**src/rtl/altair_pkg.sv**
```systemverilog
// Shared definitions for the Altair program loader: FSM states, program
// indices and the program table (ROM base, length, CPU load address).
package altair_pkg;

  typedef enum logic [1:0] {
    ST_IDLE,
    ST_FETCH,
    ST_WRITE,
    ST_HOLD
  } load_state_e;

  localparam logic [2:0] PRG_EMPTY         = 3'd0;
  localparam logic [2:0] PRG_ZERO_TO_SEVEN = 3'd1;
  localparam logic [2:0] PRG_KILLBITS      = 3'd2;
  localparam logic [2:0] PRG_SIO_ECHO      = 3'd3;
  localparam logic [2:0] PRG_STATUS_LIGHTS = 3'd4;
  localparam logic [2:0] PRG_BASIC_4K32    = 3'd5;

  // length is one bit wider than a ROM address so a full 4 KiB image fits
  typedef struct packed {
    logic [11:0] rom_base;
    logic [12:0] length;
    logic [15:0] load_addr;
  } prog_entry_t;

  function automatic prog_entry_t prog_entry(input logic [2:0] sel);
    prog_entry_t e;
    e = '0;
    case (sel)
      PRG_EMPTY:         e = '0;
      PRG_ZERO_TO_SEVEN: e = '{rom_base: 12'h000, length: 13'd8,    load_addr: 16'h0000};
      PRG_KILLBITS:      e = '{rom_base: 12'h008, length: 13'd24,   load_addr: 16'h0000};
      PRG_SIO_ECHO:      e = '{rom_base: 12'h020, length: 13'd16,   load_addr: 16'h0000};
      PRG_STATUS_LIGHTS: e = '{rom_base: 12'h030, length: 13'd4,    load_addr: 16'hFFFE};
      PRG_BASIC_4K32:    e = '{rom_base: 12'h100, length: 13'd3840, load_addr: 16'h0000};
      default:           e = '0;
    endcase
    return e;
  endfunction

endpackage

```
**src/rtl/program_loader.sv**
```systemverilog
// Copies a program image from an external ROM into CPU RAM, one byte every
// two cycles, holding the CPU in reset during the copy and for RST_HOLD cycles after.
module program_loader
  import altair_pkg::*;
#(
  parameter int MEM_AW   = 16,
  parameter int ROM_AW   = 12,
  parameter int RST_HOLD = 8
) (
  input  logic              clk,
  input  logic              reset_n,
  input  logic              load_req,
  input  logic [2:0]        prg_sel,
  output logic [ROM_AW-1:0] rom_addr,
  input  logic [7:0]        rom_data,
  output logic [MEM_AW-1:0] mem_addr,
  output logic [7:0]        mem_data,
  output logic              mem_we,
  output logic              cpu_reset,
  output logic              busy,
  output logic              done
);

  localparam int HW = $clog2(RST_HOLD + 1);

  load_state_e       state_q, state_d;
  logic              load_req_q, armed_q, start;
  logic              done_q, done_d;
  logic [ROM_AW-1:0] base_q, base_d, idx_q, idx_d, last_q, last_d;
  logic [MEM_AW-1:0] load_q, load_d, waddr_q, wr_addr;
  logic [7:0]        wdata_q;
  logic [HW-1:0]     hold_q, hold_d;
  prog_entry_t       entry;

  assign entry = prog_entry(prg_sel);
  // armed_q blocks a level already high at reset release from counting as an edge
  assign start = load_req & ~load_req_q & armed_q;

  always_ff @(posedge clk or negedge reset_n) begin
    if (!reset_n) begin
      state_q    <= ST_IDLE;
      load_req_q <= 1'b0;
      armed_q    <= 1'b0;
      done_q     <= 1'b0;
      base_q     <= '0;
      idx_q      <= '0;
      last_q     <= '0;
      load_q     <= '0;
      hold_q     <= '0;
      waddr_q    <= '0;
      wdata_q    <= '0;
    end else begin
      state_q    <= state_d;
      load_req_q <= load_req;
      armed_q    <= 1'b1;
      done_q     <= done_d;
      base_q     <= base_d;
      idx_q      <= idx_d;
      last_q     <= last_d;
      load_q     <= load_d;
      hold_q     <= hold_d;
      if (state_q == ST_WRITE) begin
        waddr_q <= wr_addr;
        wdata_q <= rom_data;
      end
    end
  end

  always_comb begin
    state_d = state_q;
    base_d  = base_q;
    idx_d   = idx_q;
    last_d  = last_q;
    load_d  = load_q;
    hold_d  = hold_q;
    done_d  = 1'b0;
    case (state_q)
      ST_IDLE: begin
        if (start) begin
          base_d = ROM_AW'(entry.rom_base);
          load_d = MEM_AW'(entry.load_addr);
          idx_d  = '0;
          hold_d = '0;
          if (entry.length == '0) begin
            state_d = ST_HOLD;
          end else begin
            last_d  = ROM_AW'(entry.length - 13'd1);
            state_d = ST_FETCH;
          end
        end
      end
      ST_FETCH: state_d = ST_WRITE;
      ST_WRITE: begin
        if (idx_q == last_q) begin
          hold_d  = '0;
          state_d = ST_HOLD;
        end else begin
          idx_d   = idx_q + 1'b1;
          state_d = ST_FETCH;
        end
      end
      ST_HOLD: begin
        if (hold_q == HW'(RST_HOLD - 1)) begin
          hold_d  = '0;
          done_d  = 1'b1;
          state_d = ST_IDLE;
        end else begin
          hold_d = hold_q + 1'b1;
        end
      end
      default: state_d = ST_IDLE;
    endcase
  end

  assign wr_addr   = load_q + MEM_AW'(idx_q);
  assign mem_we    = (state_q == ST_WRITE);
  assign mem_addr  = mem_we ? wr_addr : waddr_q;
  assign mem_data  = mem_we ? rom_data : wdata_q;
  assign rom_addr  = base_q + idx_q;
  assign busy      = (state_q != ST_IDLE);
  assign cpu_reset = busy;
  assign done      = done_q;

endmodule

```
**config.mk**
```make
export PLATFORM = sky130hd
export DESIGN_NAME = program_loader
export DESIGN_NICKNAME = d
export VERILOG_FILES = /design/src/rtl/altair_pkg.sv /design/src/rtl/program_loader.sv
export SDC_FILE = /design/constraint.sdc
export NUM_CORES = 1
export LEC_CHECK = 0
export ABC_AREA = 0
export ABC_CLOCK_PERIOD_IN_PS = 4100
export CAP_MARGIN = 20
export CORE_AREA = 2 2 101 84
export DETAILED_ROUTE_END_ITERATION = 12
export DIE_AREA = 0 0 103 86
export GPL_ROUTABILITY_DRIVEN = 0
export PLACE_DENSITY_LB_ADDON = 0.2
export SYNTH_ARGS = -nofsm -noshare
export SYNTH_HDL_FRONTEND = slang
export SYNTH_SLANG_ARGS = --single-unit
```
**constraint.sdc**
```tcl
create_clock -name clk -period 4.1 [get_ports clk]
set_clock_uncertainty 0.2 [all_clocks]
set_input_delay 0.82 -clock clk [delete_from_list [all_inputs] [get_ports clk]]
set_output_delay 0.82 -clock clk [all_outputs]
set_load 0.005 [all_outputs]
```
After elaboration in Yosys (flattened, before gate mapping)
Index checks and enable logic that the tools add are counted.
{"block": "totals", "ff_bits": 85, "in_bits": 14, "output_inout_bits": 40, "elab_cells": 61}
{"block": "classes", "add_sub_neg": 5, "n_eq_ne": 14, "mux": 17, "bitwise_logic": 4, "reduce_logical": 10}
{"op": "case mux 38 bit (5 select lines)", "n": 1}
{"op": "two-way mux 12 bit", "n": 2}
{"op": "case mux 12 bit (2 select lines)", "n": 1}
{"op": "adder 16 x 12 -> 16 bit", "n": 1}
{"op": "two-way mux 16 bit", "n": 1}
{"op": "zero test 13 bit", "n": 1}
{"op": "adder 12 x 1 -> 12 bit (second input constant)", "n": 1}
{"op": "adder 12 bit", "n": 1}
{"op": "equality test 12 bit", "n": 1}
{"op": "two-way mux 4 bit", "n": 3}
{"op": "case mux 4 bit (3 select lines)", "n": 1}
{"op": "subtractor 12 x 1 -> 12 bit (second input constant)", "n": 1}
{"op": "AND reduction 3 bit", "n": 3}
{"op": "two-way mux 2 bit", "n": 4}
{"op": "two-way mux 8 bit", "n": 1}
{"op": "case mux 2 bit (4 select lines)", "n": 1}
{"op": "equality test 3 x 2 -> 1 bit (second input constant)", "n": 2}
{"op": "equality test 3 bit (second input constant)", "n": 2}
{"op": "!= test 2 bit (second input constant)", "n": 3}
{"op": "adder 4 x 1 -> 4 bit (second input constant)", "n": 1}
{"op": "equality test 2 bit (second input constant)", "n": 2}
{"op": "equality test 4 x 3 -> 1 bit (second input constant)", "n": 1}
{"op": "AND reduction 2 bit", "n": 2}
{"op": "nonzero test 2 bit", "n": 2}
{"op": "8 further kinds", "n": 11}

Logic depth before layout (Yosys ltp)
Gate-level depths: netlist of the first run.
{"block": "depth", "word_depth": 6, "depth_mapped": 10, "mapped_depth_nobuf": 10}

Least setup slack after synthesis of the first run
OpenSTA, ideal clock, no wires.
{"block": "synth_path", "path_kind": "register -> output", "startpoint": "reg, netlist name load_q[14]", "endpoint": "out mem_addr[11]", "t_arrival_ps": 2234, "t_required_ps": 3080, "setup_slack_ps": 846, "path_stages_with_launch": 9, "path_buffers": 0, "path_cell_list": "dfrtp_1 ha_1 inv_1 fa_1 nor2b_1 o31a_1 o21ai_1 o21a_1 o211ai_1"}
{"item": "to (decl)", "line": "program_loader.sv:16", "text": "output logic [MEM_AW-1:0] mem_addr,"}

==> summary.txt, run 1 <==
Power and ir drop
  • Overall Power: approximately 3.3 mW
  • Pleak: between 1.5 and 2 nW
  • Power per cell area: 752 nW/um2
  • Worst VDD drop: between 0.3 and 0.4 mV

Clocking
  • CTS tree: yes
  • H-tree depth: 3
  • Clk root buf: clkbuf_8
  • Total CTS buffers: 9
  • Max Buffers Root-to-Sink: 2
  • Skew-Pair Late Insertion Delay: 0.35 ns
  • Clock sinks: 59
  • Reg clk slew, reported paths: 0.08 ns

Yosys
  • Seq/Total Area, Yosys: 0.421
  • EDFF count, synth: 0
  • Top cells by area, synth: dfrtp_1 42%, nand2_1 8.3%, ha_1 8.2%
  • Biggest area consumer among synthesized cells: dfrtp_1
  • Synth top area share: 0.421
  • Async SR Flop Fraction: 1.00
  • Syn Area/Cell: 9.21 um2
  • Post-synthesis register bit count: 59
  • Synth warn: 0
  • Post-synthesis cell count: between 300 and 400
  • Post-Synthesis Cell Area: 3510 um2
  • Unique masters post-synth: 53
  • Post-synth top flop: dfrtp_1
  • Syn nets: 420

Outcome
  • Status: finished, final reports clean

Timing
  • RSZ-0062 raised after global routing: yes
  • Final hold violation count: 0
  • Fmax: 251 MHz
  • Worst Tran Pin Value: 0.966 ns
  • Setup TNS Final: 0 ns
  • Final WS setup: 0.111 ns
  • Final Critical Period: 3.99 ns
  • Slew headroom: 0.356
  • Pins over their slew limit: 0
  • Period utilization: 0.973
  • # setup viols final: 0

Final layout
  • Non-Filler Instances: 552
  • # fillers: 732
  • Nets: 478
  • Antenna Cells: 0
  • Layout cells sized above 1: 0.108
  • Layout Area Growth over Synthesis: 25.8%
  • Fin util: 0.569

Drt
  • Routed WL: 8.18 mm
  • Initial DRT Pass Iterations: 4
  • DRC viols: 0
  • Vias post-DR: 2,967
  • Avg WL per Cell: roughly 15 um
  • Vias/cell: 5.38
  • ANT nets after route: 0
  • Initial DRC Count: 213

Critical path
  • Required @ worst endpoint: 3.08 ns
  • Endpoint class of the critical path: output pin
  • Critical Path Fanout Max: 11
  • Critical path class: register to output pin
  • Critical path startpoint category: register
  • CP Data Arrival Time: approximately 3 ns

Floorplan
  • Rows: 29
  • # IOs: 54
  • Die area: 8860 um2
  • Core area: approximately 7800 um2
  • Die H: 86 um
  • Die width: roughly 100 um
  • Initial core utilization: 0.452

Placed design
  • Post-DP HPWL: between 5 and 6 mm
  • Place WS: around 0.3 ns
  • # port buffers: 53
  • Placed Instances: 528

Global routing
  • Number of global-route vias before repair: 2,754
  • Grt total ovfl: 0
  • First-pass GRT wire length: 13.7 mm
  • Overall Global Routing Usage: 0.202
  • Initial antenna violation count: 0
  • Largest net degree at the start of global routing: 44

Run
  • # Max-Cap Violations: 0

Worst hold path
  • Type of the tightest min-delay check: register to register
-- placed cells by master, fill, tap and decap left out, types with 6 or more instances in the layout --
cell type and count:
nand2_1 78, dfrtp_1 57, clkdlybuf4s50_1 49, ha_1 21
o21ai_0 20, inv_1 17, xnor2_1 16, a21oi_1 14
buf_4 14, nor2_1 13, nand3_1 13, o211ai_1 9
nor3_1 9, clkbuf_8 9, o21ai_1 8, or3_1 8
xor2_1 7, a21o_1 6
-- path summary, 6_finish.rpt --
kind | cells after the start | to | slack, ns | startpoint
min in group asynchronous | 1 | waddr_q[8]$_DFF_PN0_ | 0.42 | reset_n
hold / removal | 2 | wdata_q[2]$_DFF_PN0_ | 0.27 | wdata_q[2]$_DFF_PN0_
setup reg to reg | 7 | waddr_q[7]$_DFF_PN0_ | 1.66 | load_q[14]$_DFFE_PN0P_
max in group asynchronous | 2 | last_q[8]$_DFFE_PN0P_ | 2.49 | reset_n
setup / recovery | 8 | mem_addr[12] | 0.11 | load_q[14]$_DFFE_PN0P_
hold reg to reg | 2 | wdata_q[2]$_DFF_PN0_ | 0.27 | wdata_q[2]$_DFF_PN0_
-- logic make-up (layout without fill, tap and decap cells) --
| kind of cell | after synthesis | in the layout | share of synthesized area |
|---|---|---|---|
| and+or+nand+nor | 143 | 143 | 0.186 |
| AOI/OAI and AO/OA | 88 | 88 | 0.172 |
| DFF | 59 | 59 | 0.421 |
| buffers and inverters | 37 | 100 | 0.0538 |
| adders and majority gates | 25 | 25 | 0.0934 |
| xor gates and xnor gates | 23 | 23 | 0.0574 |
| muxes | 5 | 5 | 0.0160 |
| other | 1 | 1 | 0.00107 |
-- per-layer routing --
layer | up-vias | share of wire | GRT usage
met2 | 82 | 0.45 | 0.295
met3 | 7 | 0.064 | 0.0603
met4 | 0 | 0.010 | 0.0562
li1 | 1461 | - | -
met5 | - | 0 | 0
met1 | 1417 | 0.48 | 0.290
-- sequential cells by signal, summed over array words and instances (netlist names) --
| name | count |
|---|---|
| armed_q | 1 |
| load_q | 1 |
| load_req_q | 1 |
| waddr_q | 16 |
| wdata_q | 8 |
| base_q | 3 |
| state_q | 2 |
| idx_q | 12 |
| last_q | 10 |
| hold_q | 4 |
| done | 1 |
-- report_power, final --
group / internal [mW] / switching [mW]
clock: 0.283 / 0.254
combinational: 0.912 / 0.828
sequential: 0.821 / 0.223
total: 2.02 / 1.31
-- final cells by class --
class	instances	area, um2	share of cell area
multi-input combinational	285	1900	0.430
clock inverter	7	78.8	0.0179
timing repair buffer	67	638	0.145
tap	108	135	0.0306
sequential	59	1480	0.335
inverter	17	63.8	0.0145
clock buffer	9	124	0.0281
-- synthesized netlist by cell type (7+ instances only) --
cell	number
nand2_1	78
dfrtp_1	59
ha_1	23
o21ai_0	22
inv_1	17
xnor2_1	16
a21oi_1	14
nand3_1	13
nor2_1	13
nor3_1	9
o211ai_1	9
or3_1	8
buf_4	7
o21ai_1	7
xor2_1	7
-- worst max-delay path, stage by stage, from the launching register on --
cell and delay (ns):
dfrtp_2 0.43, buf_4 0.20, ha_1 0.35, o21ai_1 0.10, o211ai_1 0.24, a41oi_2 0.19
or4_1 0.49, nand3_1 0.12, clkdlybuf4s50_1 0.50
-- timing repair --
action                     4_1_cts  5_1_grt
cloned                           0        0
setup buffers                    2        6
pin swaps                        2        6
setup endpoints to repair        7       10
resized for setup                4       12
hold buffers                     0        0
-- per-stage QoR --
step | hold slack (ns) | area (um2)
after floorplan | 0.245 | 3510
after detailed placement | 0.259 | 4090
after global routing | 0.297 | 4420
final | 0.275 | 4420
after global placement | 0.249 | 4090
after CTS | 0.280 | 4320
(Power assumes the default switching activity.)
==> inputs of run 2 (changes only) <==
--- a/config.mk
+++ b/config.mk
@@ -12,6 +12,7 @@
 export DETAILED_ROUTE_END_ITERATION = 12
 export DIE_AREA = 0 0 103 86
 export GPL_ROUTABILITY_DRIVEN = 0
+export MAX_ROUTING_LAYER = met4
 export PLACE_DENSITY_LB_ADDON = 0.2
 export SYNTH_ARGS = -nofsm -noshare
 export SYNTH_HDL_FRONTEND = slang
==> run 2 against run 1 <==
Net effect:
- maximum frequency down 0.11%
- hold slack about the same
- sequential power about the same
- critical path type unchanged
- clock power about the same
- total power down 0.13%
- critical endpoint unchanged
- final area unchanged
- count of clock-buffer cells in the layout unchanged
- critical path depth unchanged
- non-clock buffer count unchanged
==> summary.txt, run 2 (synthesis gave the netlist of run 1 again) <==
Clocking
  • Clock sinks: 59 (unchanged)
  • Hold Buf Count CTS: 0 (unchanged)
  • Skew-Pair Late Insertion Delay: 0.35 ns (about the same)
  • H-tree depth: 3 (unchanged)
  • Clk root buf: clkbuf_8
  • Reg clk slew, reported paths: 0.08 ns (about the same)
  • Total CTS buffers: 9 (unchanged)
  • CTS tree: yes
  • Max Buffers Root-to-Sink: 2 (unchanged)

Drt
  • Routed WL: 8.17 mm (-0.13%)
  • Avg WL per Cell: 14.8 um (-0.13%)
  • ANT nets after route: 0 (unchanged)
  • Initial DRC Count: 156 (-27%)
  • Vias/cell: 5.38 (+0.13%)
  • Vias post-DR: 2,971 (+0.13%)
  • DRC viols: 0 (unchanged)
  • Initial DRT Pass Iterations: 5 (+1)

Placed design
  • Post-DP Area: 4090 um2 (unchanged)
  • Post-DP HPWL: 5.97 mm (unchanged)
  • Placed Instances: 528 (unchanged)
  • # port buffers: 53 (unchanged)

Final layout
  • Layout cells sized above 1: 0.108 (unchanged)
  • Leading cell type in the layout, fill and taps excluded: nand2_1
  • Nets: 478 (unchanged)
  • Max reg flops: 16 (unchanged)
  • Area of the multi-input gates: 1900 um2 (unchanged)
  • Antenna Cells: 0 (unchanged)
  • Non-Filler Instances: 552 (unchanged)
  • # fillers: 732 (unchanged)
  • Commonest non-fill, non-tap cells in the layout: 78 x nand2_1, 57 x dfrtp_1, 49 x clkdlybuf4s50_1, 21 x ha_1, 20 x o21ai_0
  • Storage cell area: 1480 um2 (unchanged)
  • Design Area, Final: 4420 um2 (unchanged)
  • Regs by FF count: waddr_q x16, idx_q x12, last_q x10
  • Layout Area Growth over Synthesis: 25.8% (unchanged)
  • Most flops, register: waddr_q

Critical path
  • Critical Path Fanout Max: 11 (unchanged)
  • Worst r2r src: load_q[14]$_DFFE_PN0P_
  • Critical path class: register to output pin
  • CP Data Arrival Time: 2.97 ns (about the same)
  • Endpoint class of the critical path: output pin
  • Crit path from: load_q[14]$_DFFE_PN0P_
  • Critical path startpoint category: register
  • Required @ worst endpoint: 3.08 ns (about the same)

Floorplan
  • Rows: 29 (unchanged)
  • # IOs: 54 (unchanged)
  • Die width: 103 um (unchanged)
  • Die area: 8860 um2 (unchanged)
  • Die H: 86 um (unchanged)
  • Initial core utilization: 0.452 (unchanged)
  • Core area: 7760 um2 (unchanged)

Global routing
  • Initial antenna violation count: 0 (unchanged)
  • Overall Global Routing Usage: 0.208 (+0.00635)
  • Number of global-route vias before repair: 2,755 (+0.036%)
  • First-pass GRT wire length: 13.7 mm (unchanged)
  • Largest net degree at the start of global routing: 44 (unchanged)
  • Grt total ovfl: 0 (unchanged)

Power and ir drop
  • Pleak: 1.97 nW (unchanged)
  • Pint: 2.02 mW (about the same)
  • Flop pwr share: 0.314 (about the same)
  • Worst VDD drop: 0.336 mV (about the same)
  • Clk pwr share: 0.162 (about the same)
  • Overall Power: 3.32 mW (-0.13%)
  • NetSw: 1.30 mW (-0.31%)
  • Power per cell area: 751 nW/um2 (-0.13%)
  • Sw Share: 0.392 (-0.000712)
  • Logic pwr share: 0.524 (about the same)

Worst hold path
  • Type of the tightest min-delay check: register to register
  • Min-delay src: wdata_q[2]$_DFF_PN0_

Timing
  • Fmax: 250 MHz (-0.11%)
  • Worst Tran Pin Value: 0.968 ns (+0.00143 ns)
  • Setup TNS Final: 0 ns (unchanged)
  • # setup viols final: 0 (unchanged)
  • Pins over their slew limit: 0 (unchanged)
  • Final Critical Period: 3.99 ns (+0.00450 ns)
  • Period utilization: 0.974 (+0.00110)
  • Slew headroom: 0.355 (-0.000953)
  • Final hold violation count: 0 (unchanged)
  • RSZ-0062 raised after global routing: yes

Outcome
  • Status: finished, final reports clean

Run
  • # Max-Cap Violations: 0 (unchanged)
run 2: cell counts in the layout (fill, tap and decap cells not counted):
No cell type changed its count.
run 2: critical path, stage by stage (launching register included):
cell	delay, ns
dfrtp_2	0.43
buf_4	0.20
ha_1	0.35
o21ai_1	0.10
o211ai_1	0.24
a41oi_2	0.19
or4_1	0.49
nand3_1	0.12
clkdlybuf4s50_1	0.50
run 2: power groups by stage:
| stage | registers [mW] | logic (mW) | clock network, mW |
|---|---|---|---|
| after global routing | 1.08 | 1.94 | 0.586 |
| after floorplan | 0.971 | 1.00 | 0 |
| after detailed placement | 1.06 | 1.65 | 0 |
| final | 1.04 | 1.74 | 0.536 |
| after CTS | 1.05 | 1.68 | 0.552 |
| after global placement | 1.05 | 1.63 | 0 |
run 2: layer usage:
metal	vias to the layer above	track usage	share of wire
li1	1464	-	-
met1	1419	0.289	0.48
met2	81	0.296	0.45
met3	7	0.0636	0.058
met4	0	0.0562	0.010
met5	-	-	0
run 2: area by class of cell:
| class | instances | area share |
|---|---|---|
| repair buffers | 67 | 0.145 |
| flip-flops and latches | 59 | 0.335 |
| well taps | 108 | 0.0306 |
| inverters | 17 | 0.0145 |
| clock inverters | 7 | 0.0179 |
| multi-input cells | 285 | 0.430 |
| clock buffers | 9 | 0.0281 |
run 2: metrics by stage:
step	worst slack (ns)	utilization	hold WS [ns]
finish	0.107	0.569	0.275
global route	-0.0608	0.569	0.297
CTS	0.00614	0.556	0.280
detailed placement	0.308	0.527	0.259
global placement	0.377	0.527	0.249
floorplan	0.846	-	0.245
run 2: what timing repair did:
item	CTS	global route
pin swaps	2	6
resized for setup	4	12
setup endpoints to repair	7	10
buffers inserted	2	6
run 2: worst paths after layout:
path	depth (start not counted)	to	slack, ns
min in group asynchronous	1	waddr_q[8]$_DFF_PN0_	0.42
hold reg to reg	2	wdata_q[2]$_DFF_PN0_	0.27
setup / recovery	8	mem_addr[12]	0.11
max in group asynchronous	2	last_q[8]$_DFFE_PN0P_	2.48
setup reg to reg	7	waddr_q[7]$_DFF_PN0_	1.66
hold / removal	2	wdata_q[2]$_DFF_PN0_	0.27
==> inputs of run 3 (changes only) <==
--- a/config.mk
+++ b/config.mk
@@ -9,6 +9,8 @@
 export ABC_CLOCK_PERIOD_IN_PS = 4100
 export CAP_MARGIN = 20
 export CORE_AREA = 2 2 101 84
+export CTS_BUF_LIST = sky130_fd_sc_hd__clkbuf_4
+export CTS_CLUSTER_SIZE = 14
 export DETAILED_ROUTE_END_ITERATION = 12
 export DIE_AREA = 0 0 103 86
 export GPL_ROUTABILITY_DRIVEN = 0
==> run 3 against run 2 <==
Net effect:
- utilization fell by 0.18 points
- non-clock buffer count unchanged
- total power fell by 2.3%
- via count fell by 0.64%
- sequential share of layout area is 0.13 points higher
==> summary.txt, run 3 (synthesis gave the netlist of run 1 again) <==
Critical path
  • Setup crit end: mem_addr[12]
  • Slowest Stage Delay on Critical Path: 0.52 ns (+0.02 ns)
  • CP Buf/Inv Count: 2 (unchanged)
  • Crit path from: load_q[14]$_DFFE_PN0P_
  • Endpoint class of the critical path: output pin
  • Reg2Reg Depth: 6 (-1)
  • RR Endpoint: idx_q[11]$_DFFE_PN0P_
  • CP Data Arrival Time: 2.96 ns (about the same)
  • Critical Path Fanout Max: 11 (unchanged)
  • Required @ worst endpoint: 3.08 ns (about the same)
  • Setup slack, reg-to-reg: 1.74 ns (+0.08 ns)
  • Cells along the critical path: buf_8, ha_4, o21ai_1, o211ai_1, a41oi_2, or4_4, nand3_2, clkdlybuf4s50_1
  • Number of cells on the critical path: 8 (unchanged)
  • CP delay by family, top: buffers and inverters
  • Worst path slowest cell: or4_4
  • Worst r2r src: state_q[0]$_DFFE_PN0P_
  • Critical path startpoint category: register
  • Critical path class: register to output pin

Power and ir drop
  • Worst VDD drop: 0.341 mV (+1.4%)
  • Logic pwr share: 0.546 (+0.022)
  • NetSw: 1.30 mW (-0.25%)
  • Flop pwr share: 0.323 (+0.009)
  • Pleak: 1.95 nW (-1.1%)
  • Power per cell area: 736 nW/um2 (-2.0%)
  • Clk pwr share: 0.131 (-0.031)
  • Pint: 1.94 mW (-3.6%)
  • Sw Share: 0.401 (+0.00818)

Worst hold path
  • Min-delay src: wdata_q[2]$_DFF_PN0_
  • Cells on Worst Hold Path: 2 (unchanged)
  • Type of the tightest min-delay check: register to register

Drt
  • Vias/cell: 5.35 (-0.64%)
  • Metal3 WL: 572 um (+20%)
  • WL met1: 3.78 mm (-4.7%)
  • Avg WL per Cell: 14.7 um (-0.38%)
  • DR WL met2: 3.70 mm (+1.4%)
  • DR top layer: met4
  • Routed WL: 8.14 mm (-0.38%)
  • ANT nets after route: 0 (unchanged)
  • DRC viols: 0 (unchanged)
  • Initial DRC Count: 127 (-19%)
  • Initial DRT Pass Iterations: 4 (-1)
  • Vias post-DR: 2,952 (-0.64%)

Clocking
  • H-tree depth: 3 (unchanged)
  • Reg clk slew, reported paths: 0.12 ns (+0.04 ns)
  • CTS tree: yes
  • Clk root buf: clkbuf_4
  • Skew-Pair Late Insertion Delay: 0.41 ns (+0.06 ns)
  • Total CTS buffers: 9 (unchanged)
  • Clock sinks: 59 (unchanged)
  • Max Buffers Root-to-Sink: 2 (unchanged)

Final layout
  • Antenna Cells: 0 (unchanged)
  • Non-Filler Instances: 552 (unchanged)
  • Nets: 478 (unchanged)
  • Leading cell type in the layout, fill and taps excluded: nand2_1
  • Commonest non-fill, non-tap cells in the layout: 78 x nand2_1, 56 x dfrtp_1, 48 x clkdlybuf4s50_1, 20 x o21ai_0
  • Layout Area Growth over Synthesis: 25.4%
  • Regs by FF count: waddr_q x16, idx_q x12, last_q x10
  • Layout cells sized above 1: 0.126 (+0.0180)
  • Max reg flops: 16 (unchanged)
  • Most flops, register: waddr_q

Floorplan
  • # IOs: 54 (unchanged)
  • Initial core utilization: 0.452 (unchanged)
  • Die width: 103 um (unchanged)
  • Core area: 7760 um2 (unchanged)
  • Die area: 8860 um2 (unchanged)
  • Die H: 86 um (unchanged)
  • Rows: 29 (unchanged)

Placed design
  • # port buffers: 53 (unchanged)
  • Placed Instances: 528 (unchanged)
  • Post-DP HPWL: 5.97 mm (unchanged)
  • Place WS: 0.308 ns (unchanged)

Global routing
  • First-pass GRT wire length: 13.7 mm (+0.20%)
  • Number of global-route vias before repair: 2,786 (+1.1%)
  • Grt total ovfl: 0 (unchanged)
  • Initial antenna violation count: 0 (unchanged)
  • Largest net degree at the start of global routing: 44 (unchanged)
  • Overall Global Routing Usage: 0.206 (-0.00229)

Timing
  • Worst Tran Pin Value: 0.965 ns (-0.00240 ns)
  • Final WS setup: 0.123 ns (+0.0169 ns)
  • Min Hold Slack: 0.287 ns (+0.0119 ns)
  • Final hold violation count: 0 (unchanged)
  • Pins over their slew limit: 0 (unchanged)
  • Fmax: 251 MHz (+0.42%)
  • RSZ-0062 raised after global routing: yes
  • Final Critical Period: 3.98 ns (-0.0169 ns)
  • Slew headroom: 0.357 (+0.00160)
  • Period utilization: 0.970 (-0.00412)
  • # setup viols final: 0 (unchanged)

Outcome
  • Status: finished, final reports clean

Run
  • # Max-Cap Violations: 0 (unchanged)
==> run 3: changes by cell type in the layout (fill, tap and decap cells not counted), sizes merged <==
cell	delta
clkdlybuf4s50	-1
dlygate4sd2	+1
==> run 3: worst min path at each step <==
stage,to
5_1_grt,waddr_q[7]$_DFF_PN0_
3_5_place_dp,waddr_q[14]$_DFF_PN0_
6_report,wdata_q[2]$_DFF_PN0_
2_1_floorplan,base_q[3]$_DFFE_PN0P_
4_1_cts,waddr_q[7]$_DFF_PN0_
3_3_place_gp,waddr_q[14]$_DFF_PN0_
==> run 3: cell type report <==
| cell class | instances | area (um2) |
|---|---|---|
| fillers | 729 | 3360 |
| multi-input cells | 285 | 1930 |
| flip-flops and latches | 59 | 1480 |
| repair buffers | 67 | 644 |
| well taps | 108 | 135 |
| clock inverters | 7 | 78.8 |
| clock buffers | 9 | 67.6 |
| inverters | 17 | 63.8 |
==> run 3: power by group through the flow <==
| stage | logic (mW) | registers, mW | clock network (mW) |
|---|---|---|---|
| 6_report | 1.77 | 1.05 | 0.425 |
| 3_3_place_gp | 1.63 | 1.05 | 0 |
| 5_1_grt | 1.97 | 1.08 | 0.472 |
| 2_1_floorplan | 1.00 | 0.971 | 0 |
| 3_5_place_dp | 1.65 | 1.06 | 0 |
| 4_1_cts | 1.72 | 1.04 | 0.440 |
==> run 3: repair_timing <==
item / 4_1_cts / 5_1_grt
endpoints found under the setup margin: 8 / 9
gates resized for setup: 7 / 19
pin swaps: 4 / 5
hold buffers: 0 / 0
hold endpoints to repair: 0 / 0
setup buffers: 5 / 3
==> run 3: worst register-to-register path, delay by kind of cell (launching register included) <==
kind / cells / cell delay, ns
AO/OA/AOI/OAI: 1 / 0.14
buffers and inverters: 2 / 0.61
flip-flops: 1 / 0.47
multiplexers: 1 / 0.13
AND/OR/NAND/NOR: 2 / 0.70
==> run 3: through the flow <==
| step | total power, mW | TNS [ns] | instance area (um2) | util |
|---|---|---|---|---|
| 2_1_floorplan | 1.97 | 0 | 3510 | - |
| 3_3_place_gp | 2.67 | 0 | 4090 | 0.527 |
| 3_5_place_dp | 2.71 | 0 | 4090 | 0.527 |
| 4_1_cts | 3.20 | -0.00712 | 4300 | 0.554 |
| 5_1_grt | 3.53 | -0.0627 | 4400 | 0.567 |
| 6_report | 3.24 | 0 | 4400 | 0.567 |
==> run 3: metal layers <==
| metal | up-vias | track usage |
|---|---|---|
| met5 | - | - |
| met4 | 0 | 0.0383 |
| met3 | 10 | 0.0513 |
| met2 | 79 | 0.306 |
| met1 | 1404 | 0.289 |
| li1 | 1459 | - |
